## src/rtl/rx_frame_buffer_pkg.sv

```systemverilog
// Shared types and size helpers for the serial frame receiver.
// Latency: n/a (compile-time definitions only).
// Backpressure: n/a.
package rx_frame_pkg;

    typedef enum logic [1:0] {
        IDLE = 2'd0,
        RECV = 2'd1,
        DONE = 2'd2
    } state_t;

    // Word-index width; never below 1 so address ports stay legal.
    function automatic int calc_aw(input int depth);
        return (depth > 1) ? $clog2(depth) : 1;
    endfunction

    // Serial bits per word: one trailing even-parity bit when parity is built in.
    function automatic int word_bits(input int data_w);
`ifdef RX_FRAME_PARITY_EN
        return data_w + 1;
`else
        return data_w;
`endif
    endfunction

endpackage

```

## src/rtl/rx_frame_buffer_if.sv

```systemverilog
// Serial-in / frame-read bundle between link source, consumer and receiver.
// Latency: n/a (wires only).
// Backpressure: rx_ready low means bits offered now are dropped and flagged.
interface rx_frame_buffer_if #(
    parameter int DATA_W = 8,
    parameter int DEPTH  = 4
);
    localparam int AW = rx_frame_pkg::calc_aw(DEPTH);

    logic              tx_vld;
    logic              tx_data;
    logic              rx_ready;
    logic              rx_finish;
    logic              frame_ack;
    logic              rd_en;
    logic [AW-1:0]     rd_addr;
    logic [DATA_W-1:0] rd_data;
    logic              rd_vld;
    logic              overrun;
    logic              par_err;

    modport master (
        output tx_vld, tx_data, frame_ack, rd_en, rd_addr,
        input  rx_ready, rx_finish, rd_data, rd_vld, overrun, par_err
    );

    modport slave (
        input  tx_vld, tx_data, frame_ack, rd_en, rd_addr,
        output rx_ready, rx_finish, rd_data, rd_vld, overrun, par_err
    );
endinterface

```

## src/rtl/rx_frame_buffer_word_ram.sv

```systemverilog
// Frame word store: DATA_W x DEPTH, synchronous write, registered read.
// Latency: rd_en at edge N -> rd_data/rd_vld at N+1; same-address write returns old data.
// Backpressure: none; accepts a read and a write every cycle.
module rx_word_ram #(
    parameter int DATA_W = 8,
    parameter int DEPTH  = 4,
    parameter int AW     = 2
) (
    input  logic              clk,
    input  logic              clr,
    input  logic              wr_en,
    input  logic [AW-1:0]     wr_addr,
    input  logic [DATA_W-1:0] wr_data,
    input  logic              rd_en,
    input  logic [AW-1:0]     rd_addr,
    output logic [DATA_W-1:0] rd_data,
    output logic              rd_vld
);
    localparam logic [AW:0] DEPTH_V = DEPTH[AW:0];

    logic [DATA_W-1:0] mem_q [DEPTH];
    logic              in_range;

    // Addresses past the last word exist only for non-power-of-two depths; they read as zero.
    assign in_range = ({1'b0, rd_addr} < DEPTH_V);

    // Array write; the storage itself is deliberately left unreset.
    always_ff @(posedge clk) begin
        if (wr_en) begin
            mem_q[wr_addr] <= wr_data;
        end
    end

    // Registered read; data holds between reads, so a same-edge write is seen only next read.
    always_ff @(posedge clk or negedge clr) begin
        if (!clr) begin
            rd_data <= '0;
            rd_vld  <= 1'b0;
        end else begin
            rd_vld <= rd_en;
            if (rd_en) begin
                rd_data <= in_range ? mem_q[rd_addr] : '0;
            end
        end
    end
endmodule

```

## src/rtl/rx_frame_buffer.sv

```systemverilog
// Serial MSB-first receiver packing bits into DATA_W words, DEPTH words per frame (parity: RX_FRAME_PARITY_EN).
// Latency: last serial bit -> rx_finish after 1 cycle; read port 1 cycle.
// Backpressure: rx_ready drops while a frame is held; bits then are dropped and set overrun until frame_ack.
module rx_frame_buffer
    import rx_frame_pkg::*;
#(
    parameter int DATA_W = 8,
    parameter int DEPTH  = 4
) (
    input  logic              clk,
    input  logic              clr,
    rx_frame_buffer_if.slave  bus
);
    localparam int AW = calc_aw(DEPTH);
    localparam int WB = word_bits(DATA_W);
    localparam int CW = $clog2(WB);
    localparam logic [CW-1:0] LAST_BIT  = CW'(WB - 1);
    localparam logic [AW-1:0] LAST_WORD = AW'(DEPTH - 1);

    state_t            state_q;
    logic [CW-1:0]     bit_cnt_q;
    logic [AW-1:0]     wr_ptr_q;
    logic [DATA_W-1:0] shr_q;
    logic [DATA_W-1:0] shr_d;
    logic [DATA_W-1:0] word_d;
    logic              rx_ready_q;
    logic              rx_finish_q;
    logic              overrun_q;
    logic              par_err_q;
    logic              last_bit;
    logic              par_bad;
    logic              wr_en;

    // The final serial bit of a word is being offered this cycle.
    assign last_bit = (state_q == RECV) && (bit_cnt_q == LAST_BIT);
    assign wr_en    = last_bit && bus.tx_vld;

`ifdef RX_FRAME_PARITY_EN
    // The trailing parity bit is checked but never shifted in, so shr already holds the word.
    assign word_d  = shr_q;
    assign shr_d   = last_bit ? shr_q : {shr_q[DATA_W-2:0], bus.tx_data};
    assign par_bad = (^shr_q) ^ bus.tx_data;
`else
    assign word_d  = {shr_q[DATA_W-2:0], bus.tx_data};
    assign shr_d   = word_d;
    assign par_bad = 1'b0;
`endif

    // Frame FSM with counters, shift register and registered status outputs.
    always_ff @(posedge clk or negedge clr) begin
        if (!clr) begin
            state_q     <= IDLE;
            bit_cnt_q   <= '0;
            wr_ptr_q    <= '0;
            shr_q       <= '0;
            rx_ready_q  <= 1'b1;
            rx_finish_q <= 1'b0;
            overrun_q   <= 1'b0;
            par_err_q   <= 1'b0;
        end else begin
            case (state_q)
                IDLE: begin
                    if (bus.tx_vld) begin
                        shr_q     <= shr_d;
                        bit_cnt_q <= CW'(1);
                        state_q   <= RECV;
                    end
                end
                RECV: begin
                    if (bus.tx_vld) begin
                        shr_q <= shr_d;
                        if (last_bit) begin
                            bit_cnt_q <= '0;
                            if (par_bad) begin
                                par_err_q <= 1'b1;
                            end
                            if (wr_ptr_q == LAST_WORD) begin
                                wr_ptr_q    <= '0;
                                state_q     <= DONE;
                                rx_ready_q  <= 1'b0;
                                rx_finish_q <= 1'b1;
                            end else begin
                                wr_ptr_q <= wr_ptr_q + 1'b1;
                            end
                        end else begin
                            bit_cnt_q <= bit_cnt_q + 1'b1;
                        end
                    end
                end
                DONE: begin
                    if (bus.tx_vld) begin
                        overrun_q <= 1'b1;
                    end
                    // Ack is assigned last so it wins over a same-cycle overrun.
                    if (bus.frame_ack) begin
                        state_q     <= IDLE;
                        rx_ready_q  <= 1'b1;
                        rx_finish_q <= 1'b0;
                        overrun_q   <= 1'b0;
                        par_err_q   <= 1'b0;
                    end
                end
                default: begin
                    state_q <= IDLE;
                end
            endcase
        end
    end

    assign bus.rx_ready  = rx_ready_q;
    assign bus.rx_finish = rx_finish_q;
    assign bus.overrun   = overrun_q;
    assign bus.par_err   = par_err_q;

    rx_word_ram #(
        .DATA_W (DATA_W),
        .DEPTH  (DEPTH),
        .AW     (AW)
    ) u_ram (
        .clk     (clk),
        .clr     (clr),
        .wr_en   (wr_en),
        .wr_addr (wr_ptr_q),
        .wr_data (word_d),
        .rd_en   (bus.rd_en),
        .rd_addr (bus.rd_addr),
        .rd_data (bus.rd_data),
        .rd_vld  (bus.rd_vld)
    );
endmodule

```

## src/flat_wrapper.sv

```systemverilog
// flat-port wrapper written by rule: the top's interface ports become plain ports
module rx_frame_buffer_flat import rx_frame_pkg::*;
#(
    parameter int DATA_W = 8,
    parameter int DEPTH  = 4
)
  (clk, clr, bus_tx_vld, bus_tx_data, bus_frame_ack, bus_rd_en, bus_rd_addr, bus_rx_ready, bus_rx_finish, bus_rd_data, bus_rd_vld, bus_overrun, bus_par_err);
  rx_frame_buffer_if #(.DATA_W(DATA_W), .DEPTH(DEPTH)) bus_i ();
  input  logic clk;
  input  logic clr;
  input wire logic [$bits(bus_i.tx_vld)-1:0] bus_tx_vld;
  input wire logic [$bits(bus_i.tx_data)-1:0] bus_tx_data;
  input wire logic [$bits(bus_i.frame_ack)-1:0] bus_frame_ack;
  input wire logic [$bits(bus_i.rd_en)-1:0] bus_rd_en;
  input wire logic [$bits(bus_i.rd_addr)-1:0] bus_rd_addr;
  output wire logic [$bits(bus_i.rx_ready)-1:0] bus_rx_ready;
  output wire logic [$bits(bus_i.rx_finish)-1:0] bus_rx_finish;
  output wire logic [$bits(bus_i.rd_data)-1:0] bus_rd_data;
  output wire logic [$bits(bus_i.rd_vld)-1:0] bus_rd_vld;
  output wire logic [$bits(bus_i.overrun)-1:0] bus_overrun;
  output wire logic [$bits(bus_i.par_err)-1:0] bus_par_err;
  assign bus_i.tx_vld = bus_tx_vld;
  assign bus_i.tx_data = bus_tx_data;
  assign bus_i.frame_ack = bus_frame_ack;
  assign bus_i.rd_en = bus_rd_en;
  assign bus_i.rd_addr = bus_rd_addr;
  assign bus_rx_ready = bus_i.rx_ready;
  assign bus_rx_finish = bus_i.rx_finish;
  assign bus_rd_data = bus_i.rd_data;
  assign bus_rd_vld = bus_i.rd_vld;
  assign bus_overrun = bus_i.overrun;
  assign bus_par_err = bus_i.par_err;
  rx_frame_buffer #(.DATA_W(DATA_W), .DEPTH(DEPTH)) u_core (.clk(clk), .clr(clr), .bus(bus_i));
endmodule
```

## config.mk

```make
export PLATFORM = sky130hd
export DESIGN_NAME = rx_frame_buffer_flat
export DESIGN_NICKNAME = d
export VERILOG_FILES = /design/src/rtl/rx_frame_buffer_pkg.sv /design/src/rtl/rx_frame_buffer_if.sv /design/src/rtl/rx_frame_buffer_word_ram.sv /design/src/rtl/rx_frame_buffer.sv /design/src/flat_wrapper.sv
export SDC_FILE = /design/constraint.sdc
export NUM_CORES = 1
export LEC_CHECK = 0
export BUFFER_PORTS_ARGS = -buffer_cell sky130_fd_sc_hd__clkbuf_2
export CORE_ASPECT_RATIO = 1.4
export CORE_MARGIN = 2
export CORE_UTILIZATION = 50
export CTS_CLUSTER_DIAMETER = 120
export CTS_CLUSTER_SIZE = 10
export DETAILED_ROUTE_END_ITERATION = 7
export PLACE_DENSITY_LB_ADDON = 0.1
export SYNTH_ARGS = -nofsm -noshare
export SYNTH_HDL_FRONTEND = slang
export SYNTH_SLANG_ARGS = --single-unit
```

## constraint.sdc

```tcl
create_clock -name clk -period 2 [get_ports clk]
set_clock_uncertainty 0.15 [all_clocks]
set_input_delay 0.2 -clock clk [delete_from_list [all_inputs] [get_ports clk]]
set_output_delay 0.2 -clock clk [all_outputs]
set_load 0.01 [all_outputs]
```

==> impl_metrics.csv <==
group,metric,value,unit
run_status,status,"completed",
place,dpl.hpwl,2876,µm
floorplanning,dieHeight,84.42,µm
sta,fin_setup_tns,0,ns
place,place_congestion,0.7423,
floorplanning,fp.dieArea,5187,µm²
setup_path,path_max_fanout,8,
sta,timing.final.crit_share,93.42,%
setup_path,crit_end,"u_core.u_ram.mem_q[1][3]",
detailed_routing,routed_wl,4106,µm
cells_and_area,area_growth,16.52,%
setup_path,worstReg2RegEnd,"u_core.u_ram.mem_q[1][3]",
cells_and_area,drive_gt1_share,27.68,%
clock_tree,htreeDepth,3,
detailed_routing,drtIter0Drc,58,
floorplanning,ios,21,
cells_and_area,n_antenna_cell,0,
place,placed_cells_incl_taps,219,
sta,rsz0062_at_grt,"false",
clock_tree,cts_max_path_buffers,2,
floorplanning,placementRows,29,
cells_and_area,mostFrequentLayoutCell,"edfxtp_1",
sta,final_max_slew_viol_count,0,
clock_tree,cts_tree,"built",
setup_path,crit_start,"u_core.bit_cnt_q[0]",
power_and_ir_drop,power.density,1085,nW/µm²
sta,final_hold_viol_count,0,
power_and_ir_drop,irDropWorstVdd,0.6383,mV
place,port-buffer-count,19,
cells_and_area,nFillCells,376,
global_route,grt_overflow,0,
synthesis,ys.flop_type,"edfxtp_1",
detailed_routing,routed_via_density,5.243,
clock_tree,clk_latency,0.33,ns
detailed_routing,drcViolationCount,0,
synthesis,avgSynthCellArea,16.38,µm²
power_and_ir_drop,power_leakage,1.112,nW
cells_and_area,instances_no_fill,239,
synthesis,syn_area,2310,µm²
run,max-cap-violations,0,
floorplanning,initial_core_util,51.33,%
global_route,antenna_found_initial,0,
synthesis,ys_seq_area_share,69.83,%
clock_tree,post_cts_buffers,0,
setup_path,crit_type,"flip-flop to flip-flop",
clock_tree,clkSinkCount,58,
sta,fmax,535.2,MHz
sta,period_minus_slack,1.868,ns
cells_and_area,nets,187,
min_path,hp-class,"input port to flip-flop",
floorplanning,core_area,4499,µm²
global_route,grtUsageTotal,18.41,%
synthesis,yosys_warnings,0,
clock_tree,cts_root_buf,"clkbuf_8",
synthesis,synth_async_sr_flop_share,44.83,%
sta,worst_pin_slew,0.6699,ns
synthesis,synth_cell_types,29,
global_route,grt_max_degree,27,
synthesis,ys_ff_latch,58,
detailed_routing,first_pass_iters,5,
setup_path,r2r_cells,4,
clock_tree,numCtsBuffers,9,
global_route,grt_pass1_wl,6451,µm
cells_and_area,layout_common_cells,"edfxtp_1 (32), dfrtp_1 (25), clkbuf_2 (19)",
global_route,first_global_vias,1308,
clock_tree,path_clk_slew,0.06,ns
detailed_routing,routedWlPerCell,17.18,µm
setup_path,rr_startpoint,"u_core.bit_cnt_q[0]",
synthesis,synthCells,141,
setup_path,critPathCaptureType,"flip-flop",
min_path,min_path_cells,3,
detailed_routing,vias,1253,
detailed_routing,ant_nets,0,
sta,maxSlewHeadroom,55.34,%
setup_path,arrival,1.71,ns
setup_path,start_kind,"flip-flop",
synthesis,synth_nets,155,
synthesis,synth_edf_count,32,
sta,finalSetupViolations,0,
setup_path,critical_path_required,1.84,ns
floorplanning,dieWidth,61.44,µm
setup_path,rrSetupSlack,0.13,ns
[registers in the layout, indices dropped and copies added, names as in the netlist]
name                  flops
u_core.u_ram.rd_vld       1
u_core.u_ram.rd_data      8
u_core.wr_ptr_q           2
u_core.bus.overrun        1
u_core.bus.rx_ready       1
u_core.u_ram.mem_q       32
u_core.bit_cnt_q          3
u_core.shr_q              7
u_core.state_q            2
u_core.bus.rx_finish      1
[worst max-delay path, stage by stage, from the launching register on]
cell,delay (ns)
dfrtp_1,0.38
ha_1,0.16
ha_1,0.21
and4b_4,0.29
and2_1,0.34
[repair_timing]
| item | in CTS | in global routing |
|---|---|---|
| hold endpoints to repair | 32 | 0 |
| gates resized for setup | 0 | 2 |
| hold buffers | 5 | 0 |
| setup endpoints to repair | 0 | 16 |
[cell usage after synthesis (2+ instances only)]
cell	count	area (µm²)
nor2_1	3	11.26
edfxtp_1	32	960.9
inv_1	4	15.01
dfrtp_1	25	625.6
a22o_1	3	26.28
buf_1	2	7.510
mux2i_1	16	160.2
mux2_2	10	112.6
o221ai_1	8	70.07
buf_4	3	22.52
ha_1	6	75.07
and2_1	3	18.77
nand2b_1	10	62.56
[metal layers]
metal  part of all wire (%)  global-route usage, %  vias up
met1                     37                  18.50      619
li1                       -                      -      590
met2                     56                  31.53       38
met4                    2.3                  9.091        0
met3                    4.5                  7.396        6
met5                      0                      0        -
[where the power goes]
part	internal [W]	switching (W)	total, W
Clock	0.000560	0.000417	0.000977
Sequential	0.00145	0.000134	0.00158
Combinational	0.000190	0.000173	0.000363
Total	0.00220	0.000725	0.00292
[stage by stage]
step                      total power, W  setup slack, ns  utilization (%)  hold slack (ns)  instance area (µm²)
after detailed placement        0.001967          0.09737            54.76           0.1118                 2464
final                           0.002921           0.1316            59.82           0.2439                 2691
after global placement          0.001933           0.2161            54.76           0.1055                 2464
after floorplan                 0.001810           0.3196                -          -0.2456                 2310
after CTS                       0.002956          0.07606            59.76           0.2417                 2689
after global routing            0.003094          0.01833            59.82           0.2608                 2691
[how the worst min path moves through the flow]
| stage | from | endpoint | slack [ns] |
|---|---|---|---|
| after floorplan | clr | u_core.bit_cnt_q[0] | -0.25 |
| final | bus_rd_addr[1] | u_core.u_ram.rd_data[6] | 0.24 |
| after detailed placement | clr | u_core.u_ram.rd_data[3] | 0.11 |
| after global placement | clr | u_core.u_ram.rd_data[3] | 0.11 |
| after CTS | bus_rd_addr[1] | u_core.u_ram.rd_data[6] | 0.24 |
| after global routing | bus_rd_addr[1] | u_core.u_ram.rd_data[2] | 0.26 |
[cells by family (layout without fill, tap and decap cells)]
kind of cell / after synthesis / in the layout / synth area share [%]
simple gates: 24 / 24 / 6.771
other cells: 1 / 1 / 0.1624
fa+ha+maj: 6 / 6 / 3.250
buf+inv: 10 / 46 / 2.438
flops: 58 / 58 / 69.83
compound gates: 16 / 16 / 5.743
mux: 26 / 26 / 11.81
[area by class of cell]
type | instances | area, µm² | share of cell area (%)
flip-flops and latches | 58 | 1613 | 59.93
well taps | 62 | 77.57 | 2.882
clock inverters | 4 | 43.79 | 1.627
multi-input cells | 73 | 643.1 | 23.90
inverters | 4 | 15.01 | 0.5579
clock buffers | 11 | 131.4 | 4.881
repair buffers | 27 | 167.7 | 6.230
No activity file was read; power rests on OpenSTA's default activity.
